===== src/rtl/decoder_onehot_seq.sv =====
// rtl/decoder_onehot_seq.sv - registered binary-to-one-hot decoder with level/pulse/scan/sticky modes
//
// Ports:
//   clk, rst        clock and synchronous active-high reset
//   en              block enable; low forces idle with out cleared
//   mode            00 level, 01 pulse, 10 scan, 11 sticky
//   in, in_valid    binary index and its valid qualifier
//   in_ready        combinational accept indication
//   hold            extra cycles per pulse or scan slot
//   clr             clears the accumulated output in sticky mode
//   out, idx        registered decoded output and the index it represents
//   busy            high while a pulse or scan sequence runs
module decoder_onehot_seq #(
  parameter  int SEL_W  = 3,
  parameter  int HOLD_W = 4,
  localparam int OUT_W  = 1 << SEL_W
) (
  input  logic              clk,
  input  logic              rst,
  input  logic              en,
  input  logic [1:0]        mode,
  input  logic [SEL_W-1:0]  in,
  input  logic              in_valid,
  output logic              in_ready,
  input  logic [HOLD_W-1:0] hold,
  input  logic              clr,
  output logic [OUT_W-1:0]  out,
  output logic [SEL_W-1:0]  idx,
  output logic              busy
);

  localparam logic [1:0] M_LEVEL  = 2'b00;
  localparam logic [1:0] M_PULSE  = 2'b01;
  localparam logic [1:0] M_SCAN   = 2'b10;
  localparam logic [1:0] M_STICKY = 2'b11;

  typedef enum logic [0:0] {
    IDLE   = 1'b0,
    ACTIVE = 1'b1
  } state_t;

  state_t             state, state_n;
  logic [1:0]         mode_q;
  logic [HOLD_W-1:0]  cnt, cnt_n;
  logic [OUT_W-1:0]   out_n;
  logic [SEL_W-1:0]   idx_n;
  logic               busy_n;

  logic               mode_ok;
  logic               accept;
  logic [SEL_W-1:0]   idx_inc;
  logic [OUT_W-1:0]   dec_in;
  logic [OUT_W-1:0]   dec_inc;

  // Decoders for the incoming index and for the next scan slot.
  // The index increment wraps naturally at OUT_W-1 because idx is SEL_W bits.
  always_comb begin
    idx_inc = idx + SEL_W'(1);
    dec_in = '0;
    dec_in[in] = 1'b1;
    dec_inc = '0;
    dec_inc[idx_inc] = 1'b1;
  end

  // A mode switch spends one cycle with the input blocked while the
  // block drops back to idle, so no transfer is split across two modes.
  assign mode_ok = (mode == mode_q);

  always_comb begin
    in_ready = 1'b0;
    if (en && mode_ok) begin
      if (mode == M_PULSE) begin
        in_ready = (state == IDLE);
      end else begin
        in_ready = 1'b1;
      end
    end
  end

  assign accept = in_valid && in_ready;

  always_comb begin
    state_n = state;
    out_n   = out;
    idx_n   = idx;
    cnt_n   = cnt;
    busy_n  = busy;

    if (!en || !mode_ok) begin
      // idx is deliberately retained so software can still see the last index.
      state_n = IDLE;
      out_n   = '0;
      busy_n  = 1'b0;
      cnt_n   = '0;
    end else begin
      case (mode)
        M_LEVEL: begin
          state_n = IDLE;
          busy_n  = 1'b0;
          if (accept) begin
            out_n = dec_in;
            idx_n = in;
          end
        end

        M_PULSE: begin
          if (state == IDLE) begin
            if (accept) begin
              out_n   = dec_in;
              idx_n   = in;
              cnt_n   = hold;
              busy_n  = 1'b1;
              state_n = ACTIVE;
            end
          end else if (cnt != '0) begin
            cnt_n = cnt - HOLD_W'(1);
          end else begin
            out_n   = '0;
            busy_n  = 1'b0;
            state_n = IDLE;
          end
        end

        M_SCAN: begin
          // An accept always wins, so a new seed restarts the slot even
          // when the current slot was about to advance.
          if (accept) begin
            out_n   = dec_in;
            idx_n   = in;
            cnt_n   = hold;
            busy_n  = 1'b1;
            state_n = ACTIVE;
          end else if (state == ACTIVE) begin
            if (cnt == '0) begin
              idx_n = idx_inc;
              out_n = dec_inc;
              cnt_n = hold;
            end else begin
              cnt_n = cnt - HOLD_W'(1);
            end
          end
        end

        M_STICKY: begin
          state_n = IDLE;
          busy_n  = 1'b0;
          if (accept) begin
            // Clear is applied before the set when both arrive together.
            out_n = clr ? dec_in : (out | dec_in);
            idx_n = in;
          end else if (clr) begin
            out_n = '0;
          end
        end

        default: begin
          state_n = IDLE;
        end
      endcase
    end
  end

  always_ff @(posedge clk) begin
    if (rst) begin
      state  <= IDLE;
      mode_q <= M_LEVEL;
      cnt    <= '0;
      out    <= '0;
      idx    <= '0;
      busy   <= 1'b0;
    end else begin
      state  <= state_n;
      mode_q <= mode;
      cnt    <= cnt_n;
      out    <= out_n;
      idx    <= idx_n;
      busy   <= busy_n;
    end
  end

endmodule


===== config.mk =====
export PLATFORM = sky130hd
export DESIGN_NAME = decoder_onehot_seq
export DESIGN_NICKNAME = d
export VERILOG_FILES = /design/src/rtl/decoder_onehot_seq.sv
export SDC_FILE = /design/constraint.sdc
export NUM_CORES = 1
export LEC_CHECK = 0
export CORE_MARGIN = 1.5
export CORE_UTILIZATION = 40
export DETAILED_ROUTE_END_ITERATION = 16
export PLACE_DENSITY = 0.62
export SYNTH_ARGS = -nofsm -noshare
export SYNTH_HDL_FRONTEND = slang
export SYNTH_SLANG_ARGS = --single-unit

===== constraint.sdc =====
create_clock -name clk -period 2.1 [get_ports clk]
set_input_delay 0.315 -clock clk [delete_from_list [all_inputs] [get_ports clk]]
set_output_delay 0.315 -clock clk [all_outputs]
set_load 0.05 [all_outputs]

==> results of run 1 <==
## area by class of cell
| type | instances | area (um2) |
|---|---|---|
| clock buffers | 3 | 41.3 |
| clock inverters | 1 | 5.00 |
| fillers | 340 | 1450 |
| inverters | 7 | 26.3 |
| multi-input cells | 152 | 1180 |
| flip-flops and latches | 19 | 380 |
| well taps | 48 | 60.1 |
| repair buffers | 67 | 606 |
## repair_timing
action | CTS | global route
setup endpoints to repair | 16 | 2
pin swaps | 3 | 0
setup buffers | 1 | 0
gates resized for setup | 18 | 3
cloned | 1 | 0
## synth_stat cells (2+ instances only)
library cell	instances	area, um2
sky130_fd_sc_hd__nor2b_1	2	12.5
sky130_fd_sc_hd__o2111ai_1	2	17.5
sky130_fd_sc_hd__mux2i_1	3	30.0
sky130_fd_sc_hd__nand2b_1	3	18.8
sky130_fd_sc_hd__o21ai_0	16	80.1
sky130_fd_sc_hd__and3b_1	3	26.3
sky130_fd_sc_hd__xor2_2	2	32.5
sky130_fd_sc_hd__a2bb2oi_1	2	17.5
sky130_fd_sc_hd__a21o_1	4	30.0
sky130_fd_sc_hd__nor4_1	4	25.0
sky130_fd_sc_hd__a311oi_1	2	17.5
sky130_fd_sc_hd__nand3_1	5	25.0
sky130_fd_sc_hd__mux2_2	5	56.3
sky130_fd_sc_hd__inv_1	7	26.3
sky130_fd_sc_hd__nand2_1	12	45.0
sky130_fd_sc_hd__nor4b_1	2	17.5
sky130_fd_sc_hd__ha_1	7	87.6
sky130_fd_sc_hd__nor3b_1	6	45.0
sky130_fd_sc_hd__nor2_1	9	33.8
sky130_fd_sc_hd__a211oi_1	4	30.0
sky130_fd_sc_hd__clkbuf_1	9	33.8
sky130_fd_sc_hd__nor3b_2	3	37.5
sky130_fd_sc_hd__nor3_1	3	15.0
sky130_fd_sc_hd__o41ai_1	2	17.5
sky130_fd_sc_hd__dfxtp_1	19	380
sky130_fd_sc_hd__a31oi_1	4	25.0
sky130_fd_sc_hd__a21oi_1	15	75.1
sky130_fd_sc_hd__o31ai_1	2	15.0
sky130_fd_sc_hd__and2_1	3	18.8
sky130_fd_sc_hd__buf_6	3	33.8
sky130_fd_sc_hd__and3_1	3	18.8
## state kept, by name (all words and copies together) (netlist names)
signal  flops
busy        1
mode_q      2
state       1
idx         3
out         8
cnt         4
## stage by stage
stage	std cells	cell area [um2]	power, W	utilization
final	297	2300	0.000950	0.614
after global routing	297	2300	0.00100	0.614
after CTS	297	2290	0.000954	0.612
after detailed placement	291	2160	0.000669	0.578
after global placement	291	2160	0.000661	0.578
after floorplan	193	1600	0.000535	-
## worst max path at each step
stage	slack [ps]	cells after the start	start	to
floorplan	20	10	mode[1]	out[6]
global route	7	10	mode[1]	cnt[2]
CTS	110	10	mode[1]	out[5]
finish	100	10	mode[1]	out[2]
global placement	-400	9	mode[1]	out[7]
detailed placement	-460	10	mode[1]	out[5]
## worst min-delay path, cell delays in order (launching register included)
cell	delay, ps
sky130_fd_sc_hd__dfxtp_1	340
sky130_fd_sc_hd__nand2_1	60
sky130_fd_sc_hd__o21ai_0	70
## power groups by stage
| stage | Combinational, W | Clock (W) | Sequential, W |
|---|---|---|---|
| global route | 0.000328 | 0.000297 | 0.000377 |
| global placement | 0.000278 | 0 | 0.000383 |
| finish | 0.000306 | 0.000269 | 0.000376 |
| CTS | 0.000301 | 0.000276 | 0.000376 |
| floorplan | 0.000137 | 0 | 0.000398 |
| detailed placement | 0.000285 | 0 | 0.000384 |
## per-layer routing
| metal | wire [um] | track usage | vias to the layer above |
|---|---|---|---|
| met2 | 2380 | 0.401 | 48 |
| met3 | 161 | 0.0290 | 6 |
| met1 | 2170 | 0.298 | 822 |
| met4 | 72 | 0.0791 | 0 |
| li1 | - | - | 840 |
| met5 | 0 | 0 | - |
## cell families after synthesis
family | count (synthesis) | synth area share
buffers and inverters | 22 | 0.0710
adders and majority gates | 7 | 0.0546
DFF | 19 | 0.237
and+or+nand+nor | 64 | 0.256
muxes | 8 | 0.0538
AOI/OAI and AO/OA | 69 | 0.296
xor gates and xnor gates | 4 | 0.0312
==> PnR_summary.wiki, run 1 <==
{| class="wikitable"
! Metric !! Value
|-
| Count of hold-fix buffers inserted at cts || 0
|-
| Half-perimeter wire length of the detailed placement result || 3540 um
|-
| Delay of the slowest cell on the worst path || about 550 ps
|-
| Leading cell types in the layout, fill and taps excluded || sky130_fd_sc_hd__buf_4 (36), sky130_fd_sc_hd__clkdlybuf4s50_1 (23), sky130_fd_sc_hd__dfxtp_1 (19)
|-
| Max Clock Skew || about 3.8 ps
|-
| Die boundary width || around 66 um
|-
| Max-Slew Margin vs Limit || 0.657
|-
| Die area || roughly 4400 um2
|-
| Detailed router's first-iteration violation count || 120
|-
| Largest net degree at the start of global routing || 12
|-
| Final global-route overflow total || 0
|-
| Antenna violations before repair || 0
|-
| Final worst path period share || 0.953
|-
| Routed wire length || 4780 um
|-
| Length in cells of the worst reg-to-reg path || 8
|-
| Arrival time reported for the critical path endpoint || ~2200 ps
|-
| Post-synth ARST share || 0
|-
| Sequential area share after synthesis || 0.237
|-
| Pleak || about 0.90 nW
|-
| H-tree levels || 1
|-
| Worst ir drop on vdd || ~0.0002 V
|-
| CP Data Required Time || about 2300 ps
|-
| Mapped cell area || 1600 um2
|-
| Global-route total usage across every layer || 0.233
|-
| Share of final-layout standard cells stronger than drive strength 1 || 0.305
|-
| Number of instances in the synthesized netlist || 193
|-
| Area growth from synthesis to final layout || 43.2%
|-
| Final setup violation count || 0
|-
| Relative contribution of sequential cells to total power || 0.396
|-
| Outcome || complete, no violations
|-
| Endpoint kind of the worst setup timing path || flop
|-
| Hold path startpoint || cnt[0]
|-
| Number of placement rows || 22
|-
| Tightest hold margin || ~500 ps
|-
| Nets in the synthesized netlist || between 200 and 250
|-
| CTS tree || built
|-
| Most common library cell in the layout ignoring fill and taps || sky130_fd_sc_hd__buf_4
|-
| Hold violation total from the final report || 0
|-
| RSZ-0062 raised after global routing || false
|-
| Number of search-and-repair iterations in the first detailed-routing pass || 4
|-
| Effective utilization at floorplan || 0.428
|-
| Final #Nets || ~270
|-
| Cell-internal power || between 0.0006 and 0.0007 W
|-
| Sequence of cells on the critical path || dlygate4sd2_1, inv_1, ha_2, and2_4, or4_4, buf_6, o21ai_2, buf_4, o21ai_0, a21oi_1
|-
| Flop and latch count out of synthesis || 19
|-
| Final RePlAce weighted congestion || between 0.7 and 0.8
|-
| Post-Synthesis Mean Instance Area || around 8.3 um2
|-
| Class of the most critical hold timing path || reg -> reg
|-
| Worst-case setup margin in the final layout || slightly below 100 ps
|-
| Critical path class || in -> reg
|-
| Highest clock rate || 500 MHz
|-
| Actual slew at the worst max-slew pin || approximately 500 ps
|-
| Max-Cap Viols || 0
|-
| Number of warnings printed during yosys synthesis || 0
|-
| Clock net sink count || 19
|-
| Net Switching || 0.000301 W
|-
| Root buffer cell || sky130_fd_sc_hd__clkbuf_8
|-
| Total CTS buffers || 3
|-
| Number of global-route vias before repair || 1705
|-
| Cell family with the largest share of critical-path delay || simple AND/OR/NAND/NOR gates
|-
| Global-route wire length before repair || between 7000 and 8000 um
|-
| Number of routed nets with antenna violations || 0
|-
| Number of I/O port buffers || 26
|-
| Capture endpoint of the worst hold path || cnt[0]
|-
| Hold Path Depth || 2
|-
| Setup Total Neg Slack || 0 ps
|-
| Clock-pin slew on the worst setup and hold paths || approximately 80 ps
|-
| Total power per unit cell area || slightly above 400 nW/um2
|-
| Period minus WS final || between 2000 and 2500 ps
|-
| Combinational power share || 0.322
|-
| CP max stage cell || sky130_fd_sc_hd__or4_4
|-
| Number of synthesized flops with an enable pin || 0
|-
| Max Fanout on Critical Path || 5
|-
| Crit Reg-Reg Endpoint || cnt[3]
|-
| Antenna Diode Count || 0
|-
| Dominant register cell in the synthesized netlist || sky130_fd_sc_hd__dfxtp_1
|-
| Placement Setup Slack || -462 ps
|-
| Register-to-register setup slack || between 150 and 200 ps
|-
| Worst Setup Start Kind || input port
|-
| Worst-Skew Late Latency || 260 ps
|-
| Count of pins over their slew limit || 0
|-
| FF-to-FF Start || cnt[0]
|-
| Fraction of power spent switching nets || 0.317
|-
| Number of DRC violations after detailed routing || 0
|-
| Via-to-Cell Ratio || 5.78
|-
| Cell variety after synth || 58
|-
| Floorplan Core Area || around 3700 um2
|-
| Max Buffers Root-to-Sink || 2
|-
| Share of total power in the clock network || 0.283
|-
| Via total after detailed routing || ~1700
|-
| Ports placed on the boundary || 27
|-
| Total buffers and inverters traversed by the critical path || 4
|-
| Routed length per placed instance || ~16 um
|-
| Vertical die dimension || 66.3 um
|}
Power figures use the tool's default switching activity.
==> run 2: changes to the inputs <==
- CORE_UTILIZATION: 40 -> 48
- PLACE_DENSITY: 0.62 -> 0.73
- REMOVE_ABC_BUFFERS: not set -> 1
- TNS_END_PERCENT: not set -> 5
==> run 2 against run 1 <==
Compared with the run above: final area shrank 3.6%; power fell by 8.5%; global-route usage rose by 2.4 points; sequential power barely moved; fmax is 1.1% lower; sequential share of layout area is 0.63 points higher; register-to-register slack got worse by 30 ps; first-iteration DRC count shrank 23%; hold slack worse by 100 ps; non-clock buffer count shrank 2; setup slack got worse by 22 ps; critical endpoint is now in_ready; clock-buffer cell count grew 1; highest routed layer unchanged.
==> PnR_summary.wiki, run 2 (synthesis results as in run 1) <==
{| class="wikitable"
! Metric !! Value
|-
| Share of final-layout standard cells stronger than drive strength 1 || 0.271
|-
| Most common library cell in the layout ignoring fill and taps || sky130_fd_sc_hd__buf_4
|-
| Sequence of cells on the critical path || xor2_4, buf_4, or3b_4, nor2_4, buf_12
|-
| Critical path class || reg -> out
|-
| Max-Slew Margin vs Limit || 0.668
|-
| Total power per unit cell area || around 390 nW/um2
|-
| Max reg flops || 8
|-
| Worst-case setup margin in the final layout || 76.0 ps
|-
| CP Data Required Time || 1780 ps
|-
| Global-route wire length before repair || between 7000 and 8000 um
|-
| Clock-pin slew on the worst setup and hold paths || between 100 and 150 ps
|-
| Routed length per placed instance || between 15 and 20 um
|-
| Reg with most FFs || out
|-
| Placement Setup Slack || -495 ps
|-
| Final worst path period share || 0.964
|-
| Number of placement rows || 20
|-
| Via-to-Cell Ratio || between 5 and 6
|-
| Final global-route overflow total || 0
|-
| Final std cells w/o fill || around 290
|-
| Hold Path Depth || 4
|-
| Area growth from synthesis to final layout || 38.0%
|-
| Routed wire length || 4440 um
|-
| Leading cell types in the layout, fill and taps excluded || sky130_fd_sc_hd__buf_4 (35), sky130_fd_sc_hd__clkdlybuf4s50_1 (23), sky130_fd_sc_hd__dfxtp_1 (19)
|-
| Highest clock rate || 494 MHz
|-
| Number of logic stages on the critical path including buffering || 5
|-
| RSZ-0062 raised after global routing || false
|-
| Vertical die dimension || roughly 61 um
|-
| Final RePlAce weighted congestion || a little under 0.9
|-
| Outcome || complete, no violations
|-
| Detailed router's first-iteration violation count || slightly above 90
|-
| Antenna violations before repair || 0
|-
| Delay of the slowest cell on the worst path || between 400 and 500 ps
|-
| Biggest regs || out: 8 flops, cnt: 4 flops, idx: 3 flops
|-
| Hold path startpoint || mode[1]
|-
| Design area || approximately 2200 um2
|-
| Count of pins over their slew limit || 0
|-
| Cell family with the largest share of critical-path delay || simple AND/OR/NAND/NOR gates
|-
| Floorplan Core Area || approximately 3100 um2
|-
| Die area || ~3700 um2
|-
| Tightest hold margin || 410 ps
|-
| CTS tree || built
|-
| Via total after detailed routing || roughly 1700
|-
| Total CTS buffers || 3
|-
| Final #Nets || 269
|-
| Filler cells || between 200 and 300
|-
| Max-Cap Viols || 0
|-
| Largest net degree at the start of global routing || 16
|-
| Crit Reg-Reg Endpoint || idx[1]
|-
| Hold violation total from the final report || 0
|-
| Arrival time reported for the critical path endpoint || about 1700 ps
|-
| Half-perimeter wire length of the detailed placement result || ~3300 um
|-
| Class of the most critical hold timing path || in -> reg
|-
| Capture endpoint of the worst hold path || mode_q[1]
|-
| Effective utilization at floorplan || 0.517
|-
| Worst Setup Start Kind || flop
|-
| Number of global-route vias before repair || 1635
|-
| Number of search-and-repair iterations in the first detailed-routing pass || 4
|-
| Post-detailed-placement cell area || 2120 um2
|-
| Number of DRC violations after detailed routing || 0
|-
| Worst ir drop on vdd || 0.000237 V
|-
| Die boundary width || between 60 and 70 um
|-
| Number of I/O port buffers || 26
|-
| Global-route total usage across every layer || 0.257
|-
| Number of routed nets with antenna violations || 0
|-
| Register-to-register setup slack || about 150 ps
|-
| Endpoint kind of the worst setup timing path || output pin
|-
| Length in cells of the worst reg-to-reg path || 7
|-
| Total instance count after detailed placement || 285
|-
| Period minus WS final || roughly 2000 ps
|-
| Total buffers and inverters traversed by the critical path || 2
|-
| Pleak || 0.871 nW
|-
| Root buffer cell || sky130_fd_sc_hd__clkbuf_4
|-
| CP max stage cell || sky130_fd_sc_hd__or3b_4
|-
| Max Buffers Root-to-Sink || 2
|-
| FF-to-FF Start || mode_q[0]
|-
| Max Fanout on Critical Path || 4
|-
| Worst-Skew Late Latency || a little over 300 ps
|-
| Ports placed on the boundary || 27
|-
| Max Clock Skew || approximately 11 ps
|-
| Final setup violation count || 0
|-
| Antenna Diode Count || 0
|-
| H-tree levels || 1
|-
| Clock net sink count || 19
|-
| Actual slew at the worst max-slew pin || just under 500 ps
|}
[run 2: changes by cell type in the layout (fill, tap and decap cells not counted), sizes merged]
| cell | change |
|---|---|
| clkinv | -1 |
| clkbuf | +1 |
| dlymetal6s2s | +1 |
| dlygate4sd2 | -1 |
| buf | -2 |
[run 2: timing repair]
| item | 4_1_cts | 5_1_grt |
|---|---|---|
| gates resized for setup | 13 | 3 |
| setup endpoints to repair | 16 | 16 |
| hold buffers | 0 | 0 |
| setup buffers | 1 | 0 |
| gates cloned | 1 | 0 |
| pin swaps | 4 | 1 |
[run 2: through the flow]
step | setup TNS (ps) | utilization | total power (W)
after floorplan | -1200 | - | 0.000522
after CTS | 0 | 0.708 | 0.000864
final | 0 | 0.713 | 0.000869
after global placement | -5900 | 0.683 | 0.000646
after detailed placement | -6960 | 0.683 | 0.000655
after global routing | 0 | 0.713 | 0.000908
[run 2: how the worst max path moves through the flow]
stage	from	end	slack (ps)
floorplan	mode[1]	out[1]	-180
global placement	mode[1]	out[7]	-420
detailed placement	mode[1]	out[4]	-490
CTS	mode[1]	cnt[2]	0.6
global route	mode_q[0]	in_ready	20
finish	mode_q[0]	in_ready	80
[run 2: worst register-to-register path: cells and delay by family (launching register included)]
kind,cells,cell delay [ps]
compound gates,2,730
xor+xnor,1,220
buf+inv,3,500
flops,1,370
simple gates,1,50
[run 2: cell type report]
class / instances / area, um2 / share of cell area
repair buffers: 65 / 573 / 0.259
clock buffers: 4 / 26.3 / 0.0119
multi-input cells: 152 / 1150 / 0.521
flip-flops and latches: 19 / 380 / 0.172
well taps: 44 / 55.1 / 0.0249
inverters: 7 / 26.3 / 0.0119
[run 2: power breakdown]
part | switching, W | leakage [nW] | internal (W) | total [W]
Clock | 0.000129 | 0.0150 | 0.0000742 | 0.000204
Combinational | 0.000152 | 0.702 | 0.000137 | 0.000289
Sequential | 0.00000806 | 0.154 | 0.000368 | 0.000376
[run 2: layer usage]
metal  GRT usage  wire [um]  share of wire
met1       0.340       1960           0.44
met2       0.421       2150           0.48
met3      0.0213        270          0.061
met4       0.127         61          0.014
met5           0          0              0
